--- config.mk ---
export PLATFORM = sky130hd
export DESIGN_NAME = wb_stage_flat
export DESIGN_NICKNAME = d
export VERILOG_FILES = /design/src/rtl/wb_stage_pkg.sv /design/src/rtl/wb_stage_if.sv /design/src/rtl/wb_stage_load_extend.sv /design/src/rtl/wb_stage.sv /design/src/flat_wrapper.sv
export SDC_FILE = /design/constraint.sdc
export NUM_CORES = 1
export LEC_CHECK = 0
export BUFFER_PORTS_ARGS = -buffer_cell sky130_fd_sc_hd__buf_2
export CORE_UTILIZATION = 40
export CTS_BUF_LIST = sky130_fd_sc_hd__clkbuf_8 sky130_fd_sc_hd__clkbuf_16
export CTS_CLUSTER_DIAMETER = 40
export CTS_CLUSTER_SIZE = 25
export DETAILED_ROUTE_END_ITERATION = 6
export PLACE_DENSITY = 0.66
export SETUP_SLACK_MARGIN = 0.3
export SKIP_CTS_REPAIR_TIMING = 1
export SYNTH_ARGS = -nofsm -noshare
export SYNTH_HDL_FRONTEND = slang
export SYNTH_SLANG_ARGS = --single-unit
--- constraint.sdc ---
create_clock -name clk -period 3.1 [get_ports clk]
set_input_delay 0.62 -clock clk [delete_from_list [all_inputs] [get_ports clk]]
set_output_delay 0.62 -clock clk [all_outputs]
set_load 0.02 [all_outputs]
--- src/rtl/wb_stage_pkg.sv ---
// Shared types for the XPU write-back stage: load size encodings and FSM states.
package xpu_wb_pkg;

    typedef enum logic [1:0] {
        LD_B = 2'd0,
        LD_H = 2'd1,
        LD_W = 2'd2,
        LD_D = 2'd3
    } ld_size_e;

    typedef enum logic {
        WB_IDLE      = 1'b0,
        WB_WAIT_LOAD = 1'b1
    } wb_state_e;

endpackage

--- src/rtl/wb_stage_if.sv ---
// MEM-stage to write-back handshake plus the data-memory load response.
// Signal suffixes are from the write-back stage's point of view.
interface wb_stage_if #(
    parameter int XLEN    = 64,
    parameter int RADDR_W = 5
);
    logic               mem_valid_i;
    logic               mem_ready_o;
    logic               mem_wen_i;
    logic [RADDR_W-1:0] mem_rd_i;
    logic [XLEN-1:0]    mem_result_i;
    logic               mem_is_load_i;
    logic [1:0]         mem_ld_size_i;
    logic               mem_ld_unsigned_i;
    logic [XLEN-1:0]    mem_pc_i;
    logic               dmem_rvalid_i;
    logic [XLEN-1:0]    dmem_rdata_i;

    modport master (
        output mem_valid_i, mem_wen_i, mem_rd_i, mem_result_i, mem_is_load_i,
               mem_ld_size_i, mem_ld_unsigned_i, mem_pc_i,
               dmem_rvalid_i, dmem_rdata_i,
        input  mem_ready_o
    );

    modport slave (
        input  mem_valid_i, mem_wen_i, mem_rd_i, mem_result_i, mem_is_load_i,
               mem_ld_size_i, mem_ld_unsigned_i, mem_pc_i,
               dmem_rvalid_i, dmem_rdata_i,
        output mem_ready_o
    );
endinterface

--- src/rtl/wb_stage_load_extend.sv ---
// Combinational lane select and sign/zero extension of a returned load doubleword.
module load_extend
    import xpu_wb_pkg::*;
(
    input  logic [63:0] rdata,
    input  logic [2:0]  offset,
    input  ld_size_e    size,
    input  logic        is_unsigned,
    output logic [63:0] ext_data
);
    logic [7:0]  byte_lane;
    logic [15:0] half_lane;
    logic [31:0] word_lane;

    // Offset bits below the access size are dropped; alignment is upstream's job.
    assign byte_lane = rdata[{offset, 3'b000} +: 8];
    assign half_lane = rdata[{offset[2:1], 4'b0000} +: 16];
    assign word_lane = rdata[{offset[2], 5'b00000} +: 32];

    always_comb begin
        ext_data = rdata;
        case (size)
            LD_B:    ext_data = {{56{byte_lane[7]  & ~is_unsigned}}, byte_lane};
            LD_H:    ext_data = {{48{half_lane[15] & ~is_unsigned}}, half_lane};
            LD_W:    ext_data = {{32{word_lane[31] & ~is_unsigned}}, word_lane};
            default: ext_data = rdata;
        endcase
    end
endmodule

--- src/rtl/wb_stage.sv ---
// XPU_v0.1 write-back stage: retires MEM-stage instructions into the register file,
// holding loads until the data-memory response arrives.
module wb_stage
    import xpu_wb_pkg::*;
#(
    parameter int XLEN    = 64,
    parameter int RADDR_W = 5
) (
    input  logic               clk,
    input  logic               rst,
    wb_stage_if.slave          bus,
    output logic               rf_we_o,
    output logic [RADDR_W-1:0] rf_waddr_o,
    output logic [XLEN-1:0]    rf_wdata_o,
    output logic               commit_valid_o,
    output logic [XLEN-1:0]    commit_pc_o,
    output logic               load_pending_o
);
    wb_state_e          state_q, state_d;

    logic               ld_wen_q, ld_wen_d;
    logic [RADDR_W-1:0] ld_rd_q, ld_rd_d;
    logic [2:0]         ld_off_q, ld_off_d;
    ld_size_e           ld_size_q, ld_size_d;
    logic               ld_uns_q, ld_uns_d;
    logic [XLEN-1:0]    ld_pc_q, ld_pc_d;

    logic               rf_we_q, rf_we_d;
    logic [RADDR_W-1:0] rf_waddr_q, rf_waddr_d;
    logic [XLEN-1:0]    rf_wdata_q, rf_wdata_d;
    logic               commit_valid_q, commit_valid_d;
    logic [XLEN-1:0]    commit_pc_q, commit_pc_d;

    logic [63:0]        ext_data;

    load_extend u_load_extend (
        .rdata       (bus.dmem_rdata_i),
        .offset      (ld_off_q),
        .size        (ld_size_q),
        .is_unsigned (ld_uns_q),
        .ext_data    (ext_data)
    );

    always_comb begin
        // NOTE: every signal gets a default before the case so no latch is inferred.
        state_d        = state_q;
        ld_wen_d       = ld_wen_q;
        ld_rd_d        = ld_rd_q;
        ld_off_d       = ld_off_q;
        ld_size_d      = ld_size_q;
        ld_uns_d       = ld_uns_q;
        ld_pc_d        = ld_pc_q;
        rf_we_d        = 1'b0;
        rf_waddr_d     = rf_waddr_q;
        rf_wdata_d     = rf_wdata_q;
        commit_valid_d = 1'b0;
        commit_pc_d    = commit_pc_q;

        case (state_q)
            WB_IDLE: begin
                if (bus.mem_valid_i) begin
                    if (bus.mem_is_load_i) begin
                        ld_wen_d  = bus.mem_wen_i;
                        ld_rd_d   = bus.mem_rd_i;
                        ld_off_d  = bus.mem_result_i[2:0];
                        ld_size_d = ld_size_e'(bus.mem_ld_size_i);
                        ld_uns_d  = bus.mem_ld_unsigned_i;
                        ld_pc_d   = bus.mem_pc_i;
                        state_d   = WB_WAIT_LOAD;
                    end else begin
                        rf_we_d        = bus.mem_wen_i && (bus.mem_rd_i != '0);
                        rf_waddr_d     = bus.mem_rd_i;
                        rf_wdata_d     = bus.mem_result_i;
                        commit_valid_d = 1'b1;
                        commit_pc_d    = bus.mem_pc_i;
                    end
                end
            end
            WB_WAIT_LOAD: begin
                if (bus.dmem_rvalid_i) begin
                    rf_we_d        = ld_wen_q && (ld_rd_q != '0);
                    rf_waddr_d     = ld_rd_q;
                    rf_wdata_d     = ext_data;
                    commit_valid_d = 1'b1;
                    commit_pc_d    = ld_pc_q;
                    state_d        = WB_IDLE;
                end
            end
            default: state_d = WB_IDLE;
        endcase
    end

    // NOTE: synchronous active-low reset; state updates use non-blocking assignments only.
    always_ff @(posedge clk) begin
        if (!rst) begin
            state_q        <= WB_IDLE;
            ld_wen_q       <= 1'b0;
            ld_rd_q        <= '0;
            ld_off_q       <= '0;
            ld_size_q      <= LD_B;
            ld_uns_q       <= 1'b0;
            ld_pc_q        <= '0;
            rf_we_q        <= 1'b0;
            rf_waddr_q     <= '0;
            rf_wdata_q     <= '0;
            commit_valid_q <= 1'b0;
            commit_pc_q    <= '0;
        end else begin
            state_q        <= state_d;
            ld_wen_q       <= ld_wen_d;
            ld_rd_q        <= ld_rd_d;
            ld_off_q       <= ld_off_d;
            ld_size_q      <= ld_size_d;
            ld_uns_q       <= ld_uns_d;
            ld_pc_q        <= ld_pc_d;
            rf_we_q        <= rf_we_d;
            rf_waddr_q     <= rf_waddr_d;
            rf_wdata_q     <= rf_wdata_d;
            commit_valid_q <= commit_valid_d;
            commit_pc_q    <= commit_pc_d;
        end
    end

    assign bus.mem_ready_o = (state_q == WB_IDLE);
    assign load_pending_o  = (state_q == WB_WAIT_LOAD);
    assign rf_we_o         = rf_we_q;
    assign rf_waddr_o      = rf_waddr_q;
    assign rf_wdata_o      = rf_wdata_q;
    assign commit_valid_o  = commit_valid_q;
    assign commit_pc_o     = commit_pc_q;
endmodule

--- src/flat_wrapper.sv ---
// flat-port wrapper written by rule: the top's interface ports become plain ports
module wb_stage_flat import xpu_wb_pkg::*;
#(
    parameter int XLEN    = 64,
    parameter int RADDR_W = 5
)
  (clk, rst, rf_we_o, rf_waddr_o, rf_wdata_o, commit_valid_o, commit_pc_o, load_pending_o, bus_mem_valid_i, bus_mem_wen_i, bus_mem_rd_i, bus_mem_result_i, bus_mem_is_load_i, bus_mem_ld_size_i, bus_mem_ld_unsigned_i, bus_mem_pc_i, bus_dmem_rvalid_i, bus_dmem_rdata_i, bus_mem_ready_o);
  wb_stage_if #(.XLEN(XLEN), .RADDR_W(RADDR_W)) bus_i ();
  input  logic clk;
  input  logic rst;
  output logic rf_we_o;
  output logic [RADDR_W-1:0] rf_waddr_o;
  output logic [XLEN-1:0] rf_wdata_o;
  output logic commit_valid_o;
  output logic [XLEN-1:0] commit_pc_o;
  output logic load_pending_o;
  input wire logic [$bits(bus_i.mem_valid_i)-1:0] bus_mem_valid_i;
  input wire logic [$bits(bus_i.mem_wen_i)-1:0] bus_mem_wen_i;
  input wire logic [$bits(bus_i.mem_rd_i)-1:0] bus_mem_rd_i;
  input wire logic [$bits(bus_i.mem_result_i)-1:0] bus_mem_result_i;
  input wire logic [$bits(bus_i.mem_is_load_i)-1:0] bus_mem_is_load_i;
  input wire logic [$bits(bus_i.mem_ld_size_i)-1:0] bus_mem_ld_size_i;
  input wire logic [$bits(bus_i.mem_ld_unsigned_i)-1:0] bus_mem_ld_unsigned_i;
  input wire logic [$bits(bus_i.mem_pc_i)-1:0] bus_mem_pc_i;
  input wire logic [$bits(bus_i.dmem_rvalid_i)-1:0] bus_dmem_rvalid_i;
  input wire logic [$bits(bus_i.dmem_rdata_i)-1:0] bus_dmem_rdata_i;
  output wire logic [$bits(bus_i.mem_ready_o)-1:0] bus_mem_ready_o;
  assign bus_i.mem_valid_i = bus_mem_valid_i;
  assign bus_i.mem_wen_i = bus_mem_wen_i;
  assign bus_i.mem_rd_i = bus_mem_rd_i;
  assign bus_i.mem_result_i = bus_mem_result_i;
  assign bus_i.mem_is_load_i = bus_mem_is_load_i;
  assign bus_i.mem_ld_size_i = bus_mem_ld_size_i;
  assign bus_i.mem_ld_unsigned_i = bus_mem_ld_unsigned_i;
  assign bus_i.mem_pc_i = bus_mem_pc_i;
  assign bus_i.dmem_rvalid_i = bus_dmem_rvalid_i;
  assign bus_i.dmem_rdata_i = bus_dmem_rdata_i;
  assign bus_mem_ready_o = bus_i.mem_ready_o;
  wb_stage #(.XLEN(XLEN), .RADDR_W(RADDR_W)) u_core (.clk(clk), .rst(rst), .bus(bus_i), .rf_we_o(rf_we_o), .rf_waddr_o(rf_waddr_o), .rf_wdata_o(rf_wdata_o), .commit_valid_o(commit_valid_o), .commit_pc_o(commit_pc_o), .load_pending_o(load_pending_o));
endmodule
==> results of run 1 <==
## metal layers
metal | track usage | share of wire | up-vias
met5 | 0 | 0.0017 | -
met1 | 0.339 | 0.41 | 4946
met3 | 0.0937 | 0.10 | 81
met4 | 0.111 | 0.028 | 10
met2 | 0.426 | 0.46 | 489
li1 | - | - | 5092
## worst max-delay path, delay by kind of cell, from the launching register on
| kind | cells | cell delay [ns] |
|---|---|---|
| flip-flops | 1 | 0.39 |
| buffers and inverters | 2 | 1.06 |
## synth_stat cells, types with 2 or more instances
library cell / count
nand2_1: 235
dfxtp_1: 212
mux2i_1: 108
a21oi_1: 100
clkbuf_1: 86
a211oi_1: 85
o21ai_0: 74
nor2_1: 73
a221oi_1: 33
buf_2: 29
o21a_1: 24
nand2b_1: 17
nand3_1: 17
o22ai_1: 14
o311a_1: 14
a22o_1: 9
inv_1: 9
o221ai_1: 9
a32oi_1: 8
mux2_2: 8
mux4_2: 8
nor3_1: 8
a22oi_1: 7
or3_1: 7
nor3b_1: 6
buf_1: 5
nor2b_1: 5
and2_1: 3
buf_4: 3
o211ai_1: 3
and3_1: 2
clkinv_1: 2
nand3b_1: 2
o21bai_1: 2
o32ai_1: 2
or4_1: 2
## flip-flops by register name (all words and copies together), names as in the netlist, 2 cells and up
register and count:
u_core.rf_wdata_o 64, u_core.ld_pc_q 64, u_core.ld_off_q 3, u_core.rf_waddr_o 5
u_core.ld_rd_q 5, u_core.commit_pc_o 64, u_core.ld_size_q 2
## kinds of logic (layout without fill, tap and decap cells)
kind of cell | count (synthesis) | count (layout)
other | 0 | 11
muxes | 124 | 124
DFF | 212 | 212
buffers and inverters | 135 | 447
and+or+nand+nor | 382 | 382
AOI/OAI and AO/OA | 390 | 390
## report_power, final
part	internal (W)	switching, W	total, W
sequential	0.00292	0.000110	0.00303
clock	0.00274	0.00147	0.00421
combinational	0.000510	0.000848	0.00136
total	0.00617	0.00242	0.00860
## worst min-delay path by stage
stage	endpoint	slack (ns)	cells after the start
after floorplan	u_core.ld_pc_q[0]	0.44	2
after global placement	u_core.ld_pc_q[24]	0.44	2
after detailed placement	u_core.ld_pc_q[15]	0.45	2
after CTS	u_core.ld_pc_q[0]	0.34	3
after global routing	u_core.ld_pc_q[45]	0.35	3
final	u_core.ld_pc_q[43]	0.36	3
## area by class of cell
cell class,instances,area share
multi-input cells,896,0.411
clock inverters,23,0.0218
clock buffers,42,0.0731
diodes,11,0.00202
flip-flops and latches,212,0.313
well taps,330,0.0304
inverters,11,0.00340
repair buffers,371,0.146
## metrics by stage
step | area (µm²) | util | instances
floorplan | 10400 | - | 1243
detailed placement | 12300 | 0.485 | 1820
global route | 13600 | 0.537 | 1892
finish | 13600 | 0.537 | 1896
CTS | 13600 | 0.536 | 1885
global placement | 12300 | 0.485 | 1820
==> results.toml, run 1 <==
[layout]
multi_input_area_mm2 = 0.00559
layout.nets = 1734
layout_commonest_cell = "buf_2"
drive_gt1_frac = 0.297
final-seq-area_mm2 = 0.00425
nFillCells = 2364
layout_common_cells = "buf_2, nand2_1, dfxtp_1"
area_growth_pct = 31.2

[routing]
postRouteAntennaNets = 0
drcViolationCount = 0
viasPerCell = 5.60
vias = 10618
first_iter_violations = 956
detail_route.wl_per_cell_um = 19.7
routed_wl_mm = 37.4
drt-pass1-iter-count = 5

[global_route]
grt_max_degree = 96
antenna_found_initial = 15
grt_pass1_wl_mm = 56.4
track_usage = 0.272
overflow = 0
first_global_vias = 10004

[setup_path]
rrSetupSlack_ns = 0.78
reg2reg_to = "u_core.rf_wdata_o[28]"
crit_path_max_fanout = 95
r2r_start = "u_core.ld_off_q[2]"
setup.worst_path.end = "load_pending_o"
path_cells = "buf_4 -> buf_2"
worstPathRequired_ns = 2.48
cpPeakStageDelay_ns = 0.75
arrival_ns = 2.01
path_class = "flop to output pin"
rr_worst_depth = 4
worstSetupStartpoint = "u_core.load_pending_o"
startpoint_type = "flop"
cp_slowest_cell = "buf_4"
critical_path.endpoint_type = "output pin"

[logic_synthesis]
yosysTopAreaCell = "dfxtp_1"
synth_top_area_share = 0.409
async_reset_ff_frac = 0
synth_cell_type_count = 48
synth_xor_area_frac = 0
synthCells = 1243
syn_area_per_cell_um2 = 8.34
synthAdderAreaFrac = 0
synth_nets = 1449
synth_area_mm2 = 0.0104
synth_edf_count = 0
synth_seq_cells = 212
synth_mux_area_frac = 0.130
synth_compound_area_frac = 0.251
yosysWarnings = 0
yosysSeqAreaShare = 0.409
synth_area_leaders = "dfxtp_1, mux2i_1, nand2_1"
yosys.area_share.simple = 0.155
synth_ff_type = "dfxtp_1"
synth_top_family_by_area = "compound AO/OA/AOI/OAI gates"

[floorplan]
fp.coreArea_mm2 = 0.0253
initial_core_util = 0.409
die_h_um = 163
io_pins = 343
dieWidth_um = 163
die-area_mm2 = 0.0266
rows = 58

[place]
pre_cts_ws_ns = 0.641
gp_congestion = 0.976
port-buffer-count = 342
place_hpwl_mm = 26.0

[cts]
root_buffer = "clkbuf_16"
cts_inserted_buffers = 36
h-tree-depth = 2
cts_tree = "done"
clkTransAtPathRegs_ns = 0.06
clock_latency_ns = 0.51
clock_sinks = 212
clockBufferDepth = 3

[sta]
setup_tns_ns = 0
worst_slack_ns = 0.469
post-route-min-period_ns = 2.63
slew_viol_final = 0
hold_viol = 0
worst_pin_slew_ns = 1.08
rsz0062_at_grt = "no"
finalSetupViolations = 0
whs_ns = 0.358
slew_headroom = 0.280
fmax_ghz = 0.380
finalClockSkew_ns = 0.0189
min_period_over_period = 0.849

[power]
finalPower_w = 0.00860
p_leak_nw = 5.49
power_density_mw_per_mm2 = 632
ir_drop_uv = 520

[hold_path]
worstHoldStart = "bus_mem_pc_i[43]"
hold_path.class = "primary input to flop"

[run]
drv_cap = 0

[status]
status = "finished clean"
(Power assumes the default switching activity.)
==> inputs of run 2 (changes only) <==
--- a/config.mk
+++ b/config.mk
@@ -11,7 +11,7 @@
 export CTS_CLUSTER_DIAMETER = 40
 export CTS_CLUSTER_SIZE = 25
 export DETAILED_ROUTE_END_ITERATION = 6
-export PLACE_DENSITY = 0.66
+export PLACE_DENSITY = 0.68
 export SETUP_SLACK_MARGIN = 0.3
 export SKIP_CTS_REPAIR_TIMING = 1
 export SYNTH_ARGS = -nofsm -noshare
==> constraint.sdc (replaced) <==
create_clock -name clk -period 2.27 [get_ports clk]
set_input_delay 0.454 -clock clk [delete_from_list [all_inputs] [get_ports clk]]
set_output_delay 0.454 -clock clk [all_outputs]
set_load 0.02 [all_outputs]
==> results.toml, run 2 (synthesis results as in run 1) <==
[layout]
layout.nets = 1754
stdcell_count = 1913
nFillCells = 2314
area_growth_pct = 36.1
layout_common_cells = "buf_2, nand2_1, dfxtp_1"
layout_commonest_cell = "buf_2"
drive_gt1_frac = 0.327

[setup_path]
crit_path_max_fanout = 59
path_class = "flop to output pin"
worstPathRequired_ns = 1.82
cpPeakStageDelay_ns = 0.48
critical_path.endpoint_type = "output pin"
startpoint_type = "flop"
cp_num_buf_inv = 2
rr_worst_depth = 5
cp_top_family = "buffers and inverters"
cp_slowest_cell = "clkbuf_8"
path_cells = "clkbuf_8 -> buf_2"
arrival_ns = 1.72
path_depth = 2

[cts]
cts_tree = "done"
root_buffer = "clkbuf_16"
clock_sinks = 212
clockBufferDepth = 3
clock_latency_ns = 0.51
h-tree-depth = 2
clkTransAtPathRegs_ns = 0.07
cts_inserted_buffers = 34

[routing]
drcViolationCount = 0
viasPerCell = 5.70
detail_route.wl_per_cell_um = 20.4
routed_wl_mm = 39.0
vias = 10898
drt-pass1-iter-count = 5
postRouteAntennaNets = 0
first_iter_violations = 1104

[sta]
worst_slack_ns = 0.0973
worst_pin_slew_ns = 0.707
rsz0062_at_grt = "yes"
min_period_over_period = 0.957
slew_headroom = 0.529
setup_tns_ns = 0
hold_viol = 0
whs_ns = 0.185
slew_viol_final = 0
finalClockSkew_ns = 0.0192
post-route-min-period_ns = 2.17
finalSetupViolations = 0
fmax_ghz = 0.460

[global_route]
overflow = 0
first_global_vias = 9998
track_usage = 0.275
antenna_found_initial = 12
grt_max_degree = 67
grt_pass1_wl_mm = 56.8

[power]
p_leak_nw = 5.65
netSwitchingFraction = 0.292
p_int_w = 0.00814
power_density_mw_per_mm2 = 815
ir_drop_uv = 573
p_comb_frac = 0.174
clkPwrFrac = 0.467
power.switching_w = 0.00336
finalPower_w = 0.0115
p_seq_frac = 0.359

[hold_path]
hold_depth = 3
hold_path.class = "primary input to flop"

[floorplan]
die_h_um = 163
rows = 58
die-area_mm2 = 0.0266
initial_core_util = 0.409
dieWidth_um = 163
fp.coreArea_mm2 = 0.0253
io_pins = 343

[place]
port-buffer-count = 342
pre_cts_ws_ns = 0.0936
gp_congestion = 0.939
place_hpwl_mm = 27.3
place_inst = 1835

[run]
drv_cap = 0

[status]
status = "finished clean"
==> run 2: cell count changes in the layout (fill, tap and decap cells not counted), sizes merged <==
cell      delta
buf         +17
bufinv       -3
clkbuf       +4
clkinv       -3
clkinvlp     -2
diode        -1
inv          +5
==> run 2: worst paths after layout <==
check / startpoint / end / slack, ns
setup reg to reg: u_core.ld_off_q[2] / u_core.rf_wdata_o[39] / 0.15
hold / removal: bus_mem_pc_i[30] / u_core.ld_pc_q[30] / 0.19
setup / recovery: u_core.load_pending_o / load_pending_o / 0.1
hold reg to reg: u_core.ld_pc_q[11] / u_core.ld_pc_q[11] / 0.45
==> run 2: worst reg2reg max path: stages (launching register included) <==
cell and delay (ns):
dfxtp_4 0.38, mux4_2 0.56, a221o_1 0.39, a31oi_4 0.33, clkbuf_16 0.25, a221oi_2 0.06
==> run 2: final cells by class <==
class	instances	area [µm²]	share of cell area
clock inverters	20	218	0.0154
flip-flops and latches	212	4260	0.302
multi-input cells	896	5810	0.412
well taps	330	413	0.0293
clock buffers	41	981	0.0695
inverters	11	46.3	0.00328
diodes	10	25.0	0.00177
repair buffers	393	2360	0.167
==> run 2: layer usage <==
layer  global-route usage  up-vias  share of wire
met5                    0        -        0.00069
met4                0.136        4          0.038
met3               0.0841       99          0.092
met2                0.438      491           0.47
met1                0.337     5171           0.40
li1                     -     5133              -
==> run 2: metrics by stage <==
stage	util	instance area, µm²
2_1_floorplan	-	10400
3_3_place_gp	0.493	12500
4_1_cts	0.541	13700
6_report	0.557	14100
5_1_grt	0.557	14100
3_5_place_dp	0.493	12500
==> run 2: power groups by stage <==
stage          clock (W)  combinational (W)  sequential [W]
6_report         0.00537            0.00200         0.00413
3_5_place_dp           0            0.00190         0.00421
2_1_floorplan          0           0.000905         0.00441
4_1_cts          0.00543            0.00191         0.00413
3_3_place_gp           0            0.00188         0.00420
5_1_grt          0.00560            0.00215         0.00415
==> inputs of run 3 (changes only) <==
--- a/config.mk
+++ b/config.mk
@@ -6,14 +6,16 @@
 export NUM_CORES = 1
 export LEC_CHECK = 0
 export BUFFER_PORTS_ARGS = -buffer_cell sky130_fd_sc_hd__buf_2
+export CORE_MARGIN = 2
 export CORE_UTILIZATION = 40
 export CTS_BUF_LIST = sky130_fd_sc_hd__clkbuf_8 sky130_fd_sc_hd__clkbuf_16
 export CTS_CLUSTER_DIAMETER = 40
 export CTS_CLUSTER_SIZE = 25
 export DETAILED_ROUTE_END_ITERATION = 6
-export PLACE_DENSITY = 0.68
+export PLACE_DENSITY = 0.66
 export SETUP_SLACK_MARGIN = 0.3
 export SKIP_CTS_REPAIR_TIMING = 1
+export SLEW_MARGIN = 20
 export SYNTH_ARGS = -nofsm -noshare
 export SYNTH_HDL_FRONTEND = slang
 export SYNTH_SLANG_ARGS = --single-unit
==> constraint.sdc (replaced) <==
create_clock -name clk -period 2.2 [get_ports clk]
set_input_delay 0.44 -clock clk [delete_from_list [all_inputs] [get_ports clk]]
set_output_delay 0.44 -clock clk [all_outputs]
set_load 0.02 [all_outputs]
==> results.toml, run 3 (synthesis results as in run 1) <==
[setup_path]
critical_path.endpoint_type = "flop"
worstSetupStartpoint = "u_core.ld_off_q[2]"
crit_path_max_fanout = 8
worstPathRequired_ns = 2.55
arrival_ns = 2.35
startpoint_type = "flop"
path_class = "flop to flop"
r2r_start = "u_core.ld_off_q[2]"

[cts]
clockBufferDepth = 3
clkTransAtPathRegs_ns = 0.05
root_buffer = "clkbuf_16"
clock_sinks = 212
h-tree-depth = 2
cts_tree = "done"
clock_latency_ns = 0.50
cts_inserted_buffers = 36

[place]
pre_cts_ws_ns = 0.0626
port-buffer-count = 342
place_hpwl_mm = 27.2
gp_congestion = 0.912
placed_cell_area_mm2 = 0.0125

[routing]
routed_wl_mm = 39.0
wl_met3_mm = 3.72
postRouteAntennaNets = 0
drt-pass1-iter-count = 5
drcViolationCount = 0
detail_route.wl_per_cell_um = 20.3
vias = 10899
wl_met1_mm = 15.6
routed.top_layer = "met5"
wl_met2_mm = 18.0
first_iter_violations = 868
viasPerCell = 5.66

[global_route]
overflow = 0
first_global_vias = 10167
antenna_found_initial = 10
track_usage = 0.269
grt_pass1_wl_mm = 57.2
grt_max_degree = 89

[floorplan]
io_pins = 343
dieWidth_um = 165
die_h_um = 165
initial_core_util = 0.409
fp.coreArea_mm2 = 0.0253
die-area_mm2 = 0.0272
rows = 58

[status]
status = "finished clean"

[layout]
area_growth_pct = 35.4
final-seq-area_mm2 = 0.00426
multi_input_area_mm2 = 0.00567
layout_commonest_cell = "buf_2"
final_area_mm2 = 0.0140
nFillCells = 2384
layout_common_cells = "buf_2, nand2_1, dfxtp_1"
layout.nets = 1766
drive_gt1_frac = 0.320

[sta]
post-route-min-period_ns = 2.00
worst_pin_slew_ns = 0.667
worst_slack_ns = 0.199
setup_tns_ns = 0
rsz0062_at_grt = "yes"
slew_headroom = 0.556
finalClockSkew_ns = 0.0119
finalSetupViolations = 0
hold_viol = 0
whs_ns = 0.188
min_period_over_period = 0.910
slew_viol_final = 0
fmax_ghz = 0.500

[run]
drv_cap = 0

[power]
p_leak_nw = 5.70
ir_drop_uv = 579
power_density_mw_per_mm2 = 844

[hold_path]
worstHoldStart = "bus_mem_pc_i[50]"
hold_path.class = "primary input to flop"
run 3: final cells by class:
type / instances / area share
well taps: 330 / 0.0294
multi-input cells: 896 / 0.404
inverters: 11 / 0.00356
clock inverters: 24 / 0.0167
diodes: 8 / 0.00143
flip-flops and latches: 212 / 0.303
repair buffers: 403 / 0.173
clock buffers: 40 / 0.0689
run 3: critical path, stage by stage (launching register included):
cell	delay (ns)
dfxtp_4	0.37
mux4_2	0.54
a221o_1	0.37
a31oi_4	0.18
buf_12	0.16
clkbuf_16	0.16
a221oi_1	0.08
run 3: through the flow:
| stage | total power, W | instances | utilization |
|---|---|---|---|
| after floorplan | 0.00549 | 1243 | - |
| after global placement | 0.00629 | 1840 | 0.495 |
| after detailed placement | 0.00632 | 1840 | 0.495 |
| after CTS | 0.0119 | 1904 | 0.543 |
| after global routing | 0.0123 | 1923 | 0.554 |
| final | 0.0118 | 1924 | 0.555 |
run 3: worst paths after layout:
path | slack [ns] | to | cells after the start
setup / recovery | 0.20 | u_core.rf_wdata_o[53] | 6
hold / removal | 0.19 | u_core.ld_pc_q[50] | 3
setup reg to reg | 0.20 | u_core.rf_wdata_o[53] | 6
hold reg to reg | 0.45 | u_core.ld_pc_q[8] | 2
run 3: where the power goes:
| part | switching, W | total, W | internal (W) | leakage (nW) |
|---|---|---|---|---|
| Combinational | 0.00125 | 0.00206 | 0.000811 | 3.36 |
| Sequential | 0.000155 | 0.00427 | 0.00411 | 1.74 |
| Clock | 0.00198 | 0.00552 | 0.00354 | 0.600 |
run 3: layer usage:
metal  up-vias  global-route usage
met5         -                   0
li1       5154                   -
met3       116              0.0665
met2       532               0.430
met1      5093               0.340
met4         4               0.128
